<file path="config.mk">
export PLATFORM = sky130hd
export DESIGN_NAME = alu_mdu_seq
export DESIGN_NICKNAME = d
export VERILOG_FILES = /design/src/rtl/alu_pkg.sv /design/src/rtl/mdu_iter.sv /design/src/rtl/alu_mdu_seq.sv
export SDC_FILE = /design/constraint.sdc
export NUM_CORES = 1
export LEC_CHECK = 0
export CORE_UTILIZATION = 35
export DETAILED_ROUTE_END_ITERATION = 12
export PLACE_DENSITY = 0.62
export RECOVER_POWER = 50
export SYNTH_ARGS = -nofsm -noshare
export SYNTH_HDL_FRONTEND = slang
export SYNTH_HIERARCHICAL = 1
export SYNTH_SLANG_ARGS = --single-unit
</file>
<file path="constraint.sdc">
create_clock -name clk -period 11 [get_ports clk]
set_clock_uncertainty 0.15 [all_clocks]
set_input_delay 2.2 -clock clk [delete_from_list [all_inputs] [get_ports clk]]
set_output_delay 2.2 -clock clk [all_outputs]
set_load 0.01 [all_outputs]
</file>
<file path="src/rtl/alu_pkg.sv">
// Shared op codes, FSM state type and op-group predicates for the
// sequential ALU / multiply-divide execute unit.
package alu_pkg;

  localparam logic [4:0] OP_ADD    = 5'b00000;
  localparam logic [4:0] OP_SLL    = 5'b00001;
  localparam logic [4:0] OP_SLT    = 5'b00010;
  localparam logic [4:0] OP_SLTU   = 5'b00011;
  localparam logic [4:0] OP_XOR    = 5'b00100;
  localparam logic [4:0] OP_SRL    = 5'b00101;
  localparam logic [4:0] OP_SRA    = 5'b00110;
  localparam logic [4:0] OP_OR     = 5'b00111;
  localparam logic [4:0] OP_AND    = 5'b01000;
  localparam logic [4:0] OP_SUB    = 5'b01001;
  localparam logic [4:0] OP_MUL    = 5'b10000;
  localparam logic [4:0] OP_MULH   = 5'b10001;
  localparam logic [4:0] OP_MULHSU = 5'b10010;
  localparam logic [4:0] OP_MULHU  = 5'b10011;
  localparam logic [4:0] OP_DIV    = 5'b10100;
  localparam logic [4:0] OP_DIVU   = 5'b10101;
  localparam logic [4:0] OP_REM    = 5'b10110;
  localparam logic [4:0] OP_REMU   = 5'b10111;

  typedef enum logic [1:0] {IDLE, ITER, FIX} state_e;

  function automatic logic is_m_op(input logic [4:0] op);
    return op[4:3] == 2'b10;
  endfunction

  function automatic logic is_div_op(input logic [4:0] op);
    return is_m_op(op) && op[2];
  endfunction

endpackage

</file>
<file path="src/rtl/mdu_iter.sv">
// Iterative radix-2 multiply/divide datapath on unsigned magnitudes.
// One shift-add or restoring-subtract step per step pulse; sign fix is combinational.
module mdu_iter
  import alu_pkg::*;
#(
  parameter int XLEN = 32
) (
  input  logic            clk,
  input  logic            rst_n,
  input  logic            start,
  input  logic            step,
  input  logic [4:0]      op,
  input  logic [XLEN-1:0] rs1,
  input  logic [XLEN-1:0] rs2,
  output logic            last,
  output logic [XLEN-1:0] result
);

  localparam int CNT_W = $clog2(XLEN) + 1;

  logic [4:0]      op_q;
  logic            sa_q, sb_q, bz_q;
  logic [XLEN-1:0] a_q, hi_q, lo_q;
  logic [CNT_W-1:0] cnt_q;

  logic            sa, sb;
  logic [XLEN-1:0] mag1, mag2;
  logic [XLEN:0]   mul_sum, div_trial, div_diff;
  logic            div_ge;
  logic [2*XLEN-1:0] prod_fix;
  logic [XLEN-1:0] quo_fix, rem_fix;

  always_comb begin
    sa   = rs1[XLEN-1] && (op == OP_MUL || op == OP_MULH || op == OP_MULHSU ||
                           op == OP_DIV || op == OP_REM);
    sb   = rs2[XLEN-1] && (op == OP_MUL || op == OP_MULH || op == OP_DIV || op == OP_REM);
    mag1 = sa ? -rs1 : rs1;
    mag2 = sb ? -rs2 : rs2;
  end

  // hi holds the partial product / partial remainder, lo the multiplier / dividend-quotient
  always_comb begin
    mul_sum   = {1'b0, hi_q} + (lo_q[0] ? {1'b0, a_q} : '0);
    div_trial = {hi_q, lo_q[XLEN-1]};
    div_diff  = div_trial - {1'b0, a_q};
    div_ge    = !div_diff[XLEN];
  end

  always_ff @(posedge clk or negedge rst_n) begin
    if (!rst_n) begin
      op_q  <= '0;
      sa_q  <= 1'b0;
      sb_q  <= 1'b0;
      bz_q  <= 1'b0;
      a_q   <= '0;
      hi_q  <= '0;
      lo_q  <= '0;
      cnt_q <= '0;
    end else if (start) begin
      op_q  <= op;
      sa_q  <= sa;
      sb_q  <= sb;
      bz_q  <= (rs2 == '0);
      a_q   <= mag2;
      hi_q  <= '0;
      lo_q  <= mag1;
      cnt_q <= CNT_W'(XLEN);
    end else if (step) begin
      if (is_div_op(op_q)) begin
        hi_q <= div_ge ? div_diff[XLEN-1:0] : div_trial[XLEN-1:0];
        lo_q <= {lo_q[XLEN-2:0], div_ge};
      end else begin
        {hi_q, lo_q} <= {mul_sum, lo_q[XLEN-1:1]};
      end
      cnt_q <= cnt_q - 1'b1;
    end
  end

  assign last = (cnt_q == CNT_W'(1));

  // Divide by zero keeps the all-ones quotient; remainder sign always follows the dividend
  always_comb begin
    prod_fix = (sa_q ^ sb_q) ? -{hi_q, lo_q} : {hi_q, lo_q};
    quo_fix  = (sa_q ^ sb_q) ? -lo_q : lo_q;
    rem_fix  = sa_q ? -hi_q : hi_q;
    case (op_q)
      OP_MUL:                        result = prod_fix[XLEN-1:0];
      OP_MULH, OP_MULHSU, OP_MULHU:  result = prod_fix[2*XLEN-1:XLEN];
      OP_DIV, OP_DIVU:               result = bz_q ? '1 : quo_fix;
      OP_REM, OP_REMU:               result = rem_fix;
      default:                       result = '0;
    endcase
  end

endmodule

</file>
<file path="src/rtl/alu_mdu_seq.sv">
// XLEN-wide execute unit: single-cycle base ALU plus optional iterative
// RV32M multiply/divide, with a registered valid/ready result.
module alu_mdu_seq
  import alu_pkg::*;
#(
  parameter  int XLEN     = 32,
  parameter  bit ENABLE_M = 1'b1,
  localparam int SHAMT_W  = $clog2(XLEN)
) (
  input  logic            clk,
  input  logic            rst_n,
  input  logic            flush,
  input  logic            in_valid,
  output logic            in_ready,
  input  logic [4:0]      op,
  input  logic [XLEN-1:0] rs1,
  input  logic [XLEN-1:0] rs2,
  output logic            out_valid,
  input  logic            out_ready,
  output logic [XLEN-1:0] out,
  output logic            busy
);

  state_e          state_q, state_d;
  logic            accept, m_ok, mdu_start, mdu_last;
  logic [XLEN-1:0] mdu_res;

  function automatic logic [XLEN-1:0] base_alu(input logic [4:0] f,
                                               input logic [XLEN-1:0] a,
                                               input logic [XLEN-1:0] b);
    logic signed [XLEN-1:0] a_s, b_s;
    logic [SHAMT_W-1:0]     sh;
    a_s = a;
    b_s = b;
    sh  = b[SHAMT_W-1:0];
    case (f)
      OP_ADD:  return a + b;
      OP_SLL:  return a << sh;
      OP_SLT:  return {{(XLEN-1){1'b0}}, (a_s < b_s)};
      OP_SLTU: return {{(XLEN-1){1'b0}}, (a < b)};
      OP_XOR:  return a ^ b;
      OP_SRL:  return a >> sh;
      OP_SRA:  return a_s >>> sh;
      OP_OR:   return a | b;
      OP_AND:  return a & b;
      OP_SUB:  return a - b;
      default: return '0;
    endcase
  endfunction

  assign m_ok      = ENABLE_M && is_m_op(op);
  assign accept    = in_valid && in_ready;
  assign mdu_start = accept && m_ok;

  if (ENABLE_M) begin : g_mdu
    mdu_iter #(.XLEN(XLEN)) u_mdu (
      .clk    (clk),
      .rst_n  (rst_n),
      .start  (mdu_start),
      .step   (state_q == ITER),
      .op     (op),
      .rs1    (rs1),
      .rs2    (rs2),
      .last   (mdu_last),
      .result (mdu_res)
    );
  end else begin : g_no_mdu
    assign mdu_last = 1'b0;
    assign mdu_res  = '0;
  end

  always_ff @(posedge clk or negedge rst_n) begin
    if (!rst_n) state_q <= IDLE;
    else        state_q <= state_d;
  end

  always_comb begin
    state_d  = state_q;
    busy     = (state_q != IDLE);
    in_ready = rst_n && (state_q == IDLE) && (!out_valid || out_ready) && !flush;
    case (state_q)
      IDLE:    if (mdu_start) state_d = ITER;
      ITER:    if (mdu_last)  state_d = FIX;
      FIX:     state_d = IDLE;
      default: state_d = IDLE;
    endcase
    if (flush) state_d = IDLE;
  end

  // Output register: base results land one edge after accept, M results on the FIX edge
  always_ff @(posedge clk or negedge rst_n) begin
    if (!rst_n) begin
      out       <= '0;
      out_valid <= 1'b0;
    end else if (flush) begin
      out_valid <= 1'b0;
    end else begin
      if (out_valid && out_ready) out_valid <= 1'b0;
      if (accept && !m_ok) begin
        out       <= base_alu(op, rs1, rs2);
        out_valid <= 1'b1;
      end else if (state_q == FIX) begin
        out       <= mdu_res;
        out_valid <= 1'b1;
      end
    end
  end

endmodule

</file>
==> summary.md <==
| Metric | Value |
|---|---|
| DRT antenna net count | `0` |
| Max-slew headroom at the worst pin | `-179.2%` |
| Worst setup margin | `4.571 ns` |
| Post-synth EDFFs | `0` |
| CP Capture Point | `g_mdu.u_mdu/a_q[12]` |
| Num CTS Buffers | `17` |
| Worst r2r dst | `out[30]` |
| DR iter-0 viols | `3180` |
| Synth Cell Area | `22970 um^2` |
| Fillers | `6975` |
| Worst Path Max Fanout | `76` |
| Final-report hold violation count | `0` |
| Reg2Reg Launch Point | `g_mdu.u_mdu/hi_q[1]` |
| Net switching power | `2.449 mW` |
| Initial Util | `35.51%` |
| Syn Nets | `3470` |
| Setup_tns | `0 ns` |
| GP Congestion | `1.049` |
| Post-synthesis sequential area ratio | `15.80%` |
| Outcome | `complete, but fails checks` |
| Switching Fraction | `52.80%` |
| Failing checks | `capacitance limit, slew limit` |
| Power share of the combinational group | `63.7%` |
| Setup crit start kind | `input port` |
| Ports | `109` |
| Leakage | `10.34 nW` |
| Post-synthesis cell type count | `108` |
| Critical path's top delay family | `buffers and inverters` |
| Int Pwr | `2.188 mW` |
| Crit end category | `asynchronous set/reset pin` |
| Clock share of power | `13.4%` |
| CTS tree | `built` |
| Synth top cells by count | `394 x nor2_1, 330 x nand2_1, 306 x a21oi_1` |
| Total track usage | `30.86%` |
| DPL Wire Length | `79640 um` |
| Row count | `93` |
| Layout cells sized above 1 | `6.888%` |
| Setup Buffers After CTS | `0` |
| Nets | `3436` |
| Fin. max-slew vios | `72` |
| Die width | `258.2 um` |
| Most frequent cell after synthesis | `nor2_1` |
| WP buf/inv | `2` |
| Synth area leaders | `dfrtp_1 16%, ha_1 9.6%, a21oi_1 6.7%, nor2_1 6.4%, o21ai_0 6.3%` |
| Post-synthesis average cell area | `7.143 um^2` |
| Tcrit/Tclk final | `58.45%` |
| Achievable Freq | `155.5 MHz` |
| CTS resizes | `0` |
| Vias in the first global route | `23520` |
| Pwr Density | `183.8 nW/um^2` |
| Clock transition at path regs | `0.07 ns` |
| Routed wire length per instance | `25.87 um` |
| Setup CP Type | `input port to asynchronous set/reset pin` |
| 1st-pass router iterations | `6` |
| Flops & latches, synth | `145` |
| CTS Hold Bufs | `0` |
| Yosys warnings | `6` |
| P&R area growth vs syn | `9.853%` |
| Seq pwr share | `22.9%` |
| Final core occ | `39.00%` |
| Largest net degree at the start of global routing | `87` |
| Vias per inst | `6.315` |
| RSZ-0062 raised after global routing | `false` |
| Ys flop type | `dfrtp_1` |
| Post-synth top area cell | `dfrtp_1` |
| Sequence of cells on the critical path | `buf_6 -> clkbuf_1` |
| Slowest stage delay, CP | `3.00 ns` |
| Yosys top cell area share | `15.80%` |
| Latest clock arrival within the worst-skew pair | `0.47 ns` |
| Initial antenna violation count | `3` |
| VDD IR-drop max | `0.0001454 V` |
| Total grt overflow | `0` |
| Final setup vio count | `0` |
| Worst Path Arrival | `5.87 ns` |
| DRC violations left | `0` |
| Die Y | `258.2 um` |
| CTS Sinks | `145` |
| Mapped Cells | `3216` |
| Asr flop ratio synth | `100.0%` |
| Worst setup startpoint | `rst_n` |
| CTS root buf | `clkbuf_16` |
| Worst EP required | `10.44 ns` |
| Port Buffer Count | `108` |
| Hold Path Class | `register to register` |
| Worst Tran Pin Value | `4.188 ns` |
| Maximum clock path buffer count | `2` |
| R2R depth | `20` |
| Place WS | `4.275 ns` |
| Core area | `64700 um^2` |
| Tmin final | `6.429 ns` |
| Via count | `25580` |
| Slowest cell on crit path | `clkbuf_1` |
| Reg2reg setup slack | `5.40 ns` |
| Max Cap Violations | `1` |
| WL final | `104800 um` |
| WP depth | `2` |
| Total die area | `66660 um^2` |
| H-tree depth | `4` |
| Global-route wire length before repair | `155300 um` |
cells in the final DEF, fill, tap and decap left out, types with 39 or more instances in the layout:
cell type / n
mux2i_1: 53
inv_1: 159
mux4_2: 39
dfrtp_1: 145
nand2_1: 330
a31oi_1: 41
o21ai_0: 287
nor3_1: 75
xor2_1: 94
clkdlybuf4s50_1: 85
nand3_1: 75
xnor2_1: 114
o211ai_1: 45
a21oi_1: 306
nor2_1: 393
a221oi_1: 48
a21o_1: 42
buf_4: 57
ha_1: 176
sequential cells by signal, summed over array words and instances (netlist names):
name,count
state_q,2
g_mdu.u_mdu/a_q,32
g_mdu.u_mdu/cnt_q,6
out,32
g_mdu.u_mdu/bz_q,1
g_mdu.u_mdu/op_q,5
g_mdu.u_mdu/lo_q,32
out_valid,1
g_mdu.u_mdu/sb_q,1
g_mdu.u_mdu/hi_q,32
g_mdu.u_mdu/sa_q,1
power by group through the flow:
stage	Sequential, mW	Clock [mW]	Combinational [mW]
5_1_grt	1.08	0.647	3.22
6_report	1.06	0.622	2.96
3_3_place_gp	1.06	0	2.87
4_1_cts	1.05	0.631	2.90
2_1_floorplan	0.874	0	2.14
3_5_place_dp	1.06	0	2.88
layout make-up:
class                      count  area [um^2]  area share [%]
sequential                   145         3628           14.38
multi-input combinational   2691        17850           70.75
timing repair buffer         164         1479           5.861
tap                          855         1070           4.239
clock buffer                  18        439.2           1.740
inverter                     163        611.8           2.425
antenna                        1        2.502        0.009917
clock inverter                13        151.4          0.6000
cell families (layout without fill, tap and decap cells):
| logic type | Yosys count | count (layout) | share of synthesized area (%) |
|---|---|---|---|
| flops | 145 | 145 | 15.80 |
| other cells | 0 | 1 | 0 |
| mux | 107 | 107 | 6.869 |
| buf+inv | 380 | 358 | 6.803 |
| xor+xnor | 211 | 211 | 8.078 |
| simple gates | 1107 | 1107 | 22.15 |
| compound gates | 1086 | 1086 | 30.37 |
| fa+ha+maj | 180 | 180 | 9.935 |
routing by layer:
metal  part of all wire (%)  GRT usage (%)  vias to the layer above  routed length (um)
li1                       -              -                    11640                   -
met5                  0.023              0                        -                  24
met1                     41          40.37                    12290               42920
met3                    9.5          6.547                      243                9902
met2                     43          47.03                     1399               45510
met4                    6.1          17.31                        4                6411
worst min path at each step:
| stage | cells past startpoint | slack, ns | end | startpoint |
|---|---|---|---|---|
| 5_1_grt | 2 | 0.39 | g_mdu.u_mdu/a_q[22] | g_mdu.u_mdu/a_q[22] |
| 4_1_cts | 2 | 0.38 | g_mdu.u_mdu/a_q[22] | g_mdu.u_mdu/a_q[22] |
| 6_report | 2 | 0.37 | g_mdu.u_mdu/a_q[9] | g_mdu.u_mdu/a_q[9] |
| 3_3_place_gp | 2 | 0.35 | g_mdu.u_mdu/a_q[21] | g_mdu.u_mdu/a_q[21] |
| 3_5_place_dp | 2 | 0.36 | g_mdu.u_mdu/a_q[20] | g_mdu.u_mdu/a_q[20] |
| 2_1_floorplan | 1 | 0.34 | state_q[1] | state_q[1] |
through the flow:
step / area, um^2 / instances / hold WS, ns / power [mW]
3_3_place_gp: 24640 / 4018 / 0.3534 / 3.924
4_1_cts: 25240 / 4049 / 0.3808 / 4.576
2_1_floorplan: 22970 / 3216 / 0.3368 / 3.014
6_report: 25230 / 4050 / 0.3742 / 4.637
5_1_grt: 25230 / 4049 / 0.3924 / 4.950
3_5_place_dp: 24640 / 4018 / 0.3628 / 3.938
(Power assumes the default switching activity.)
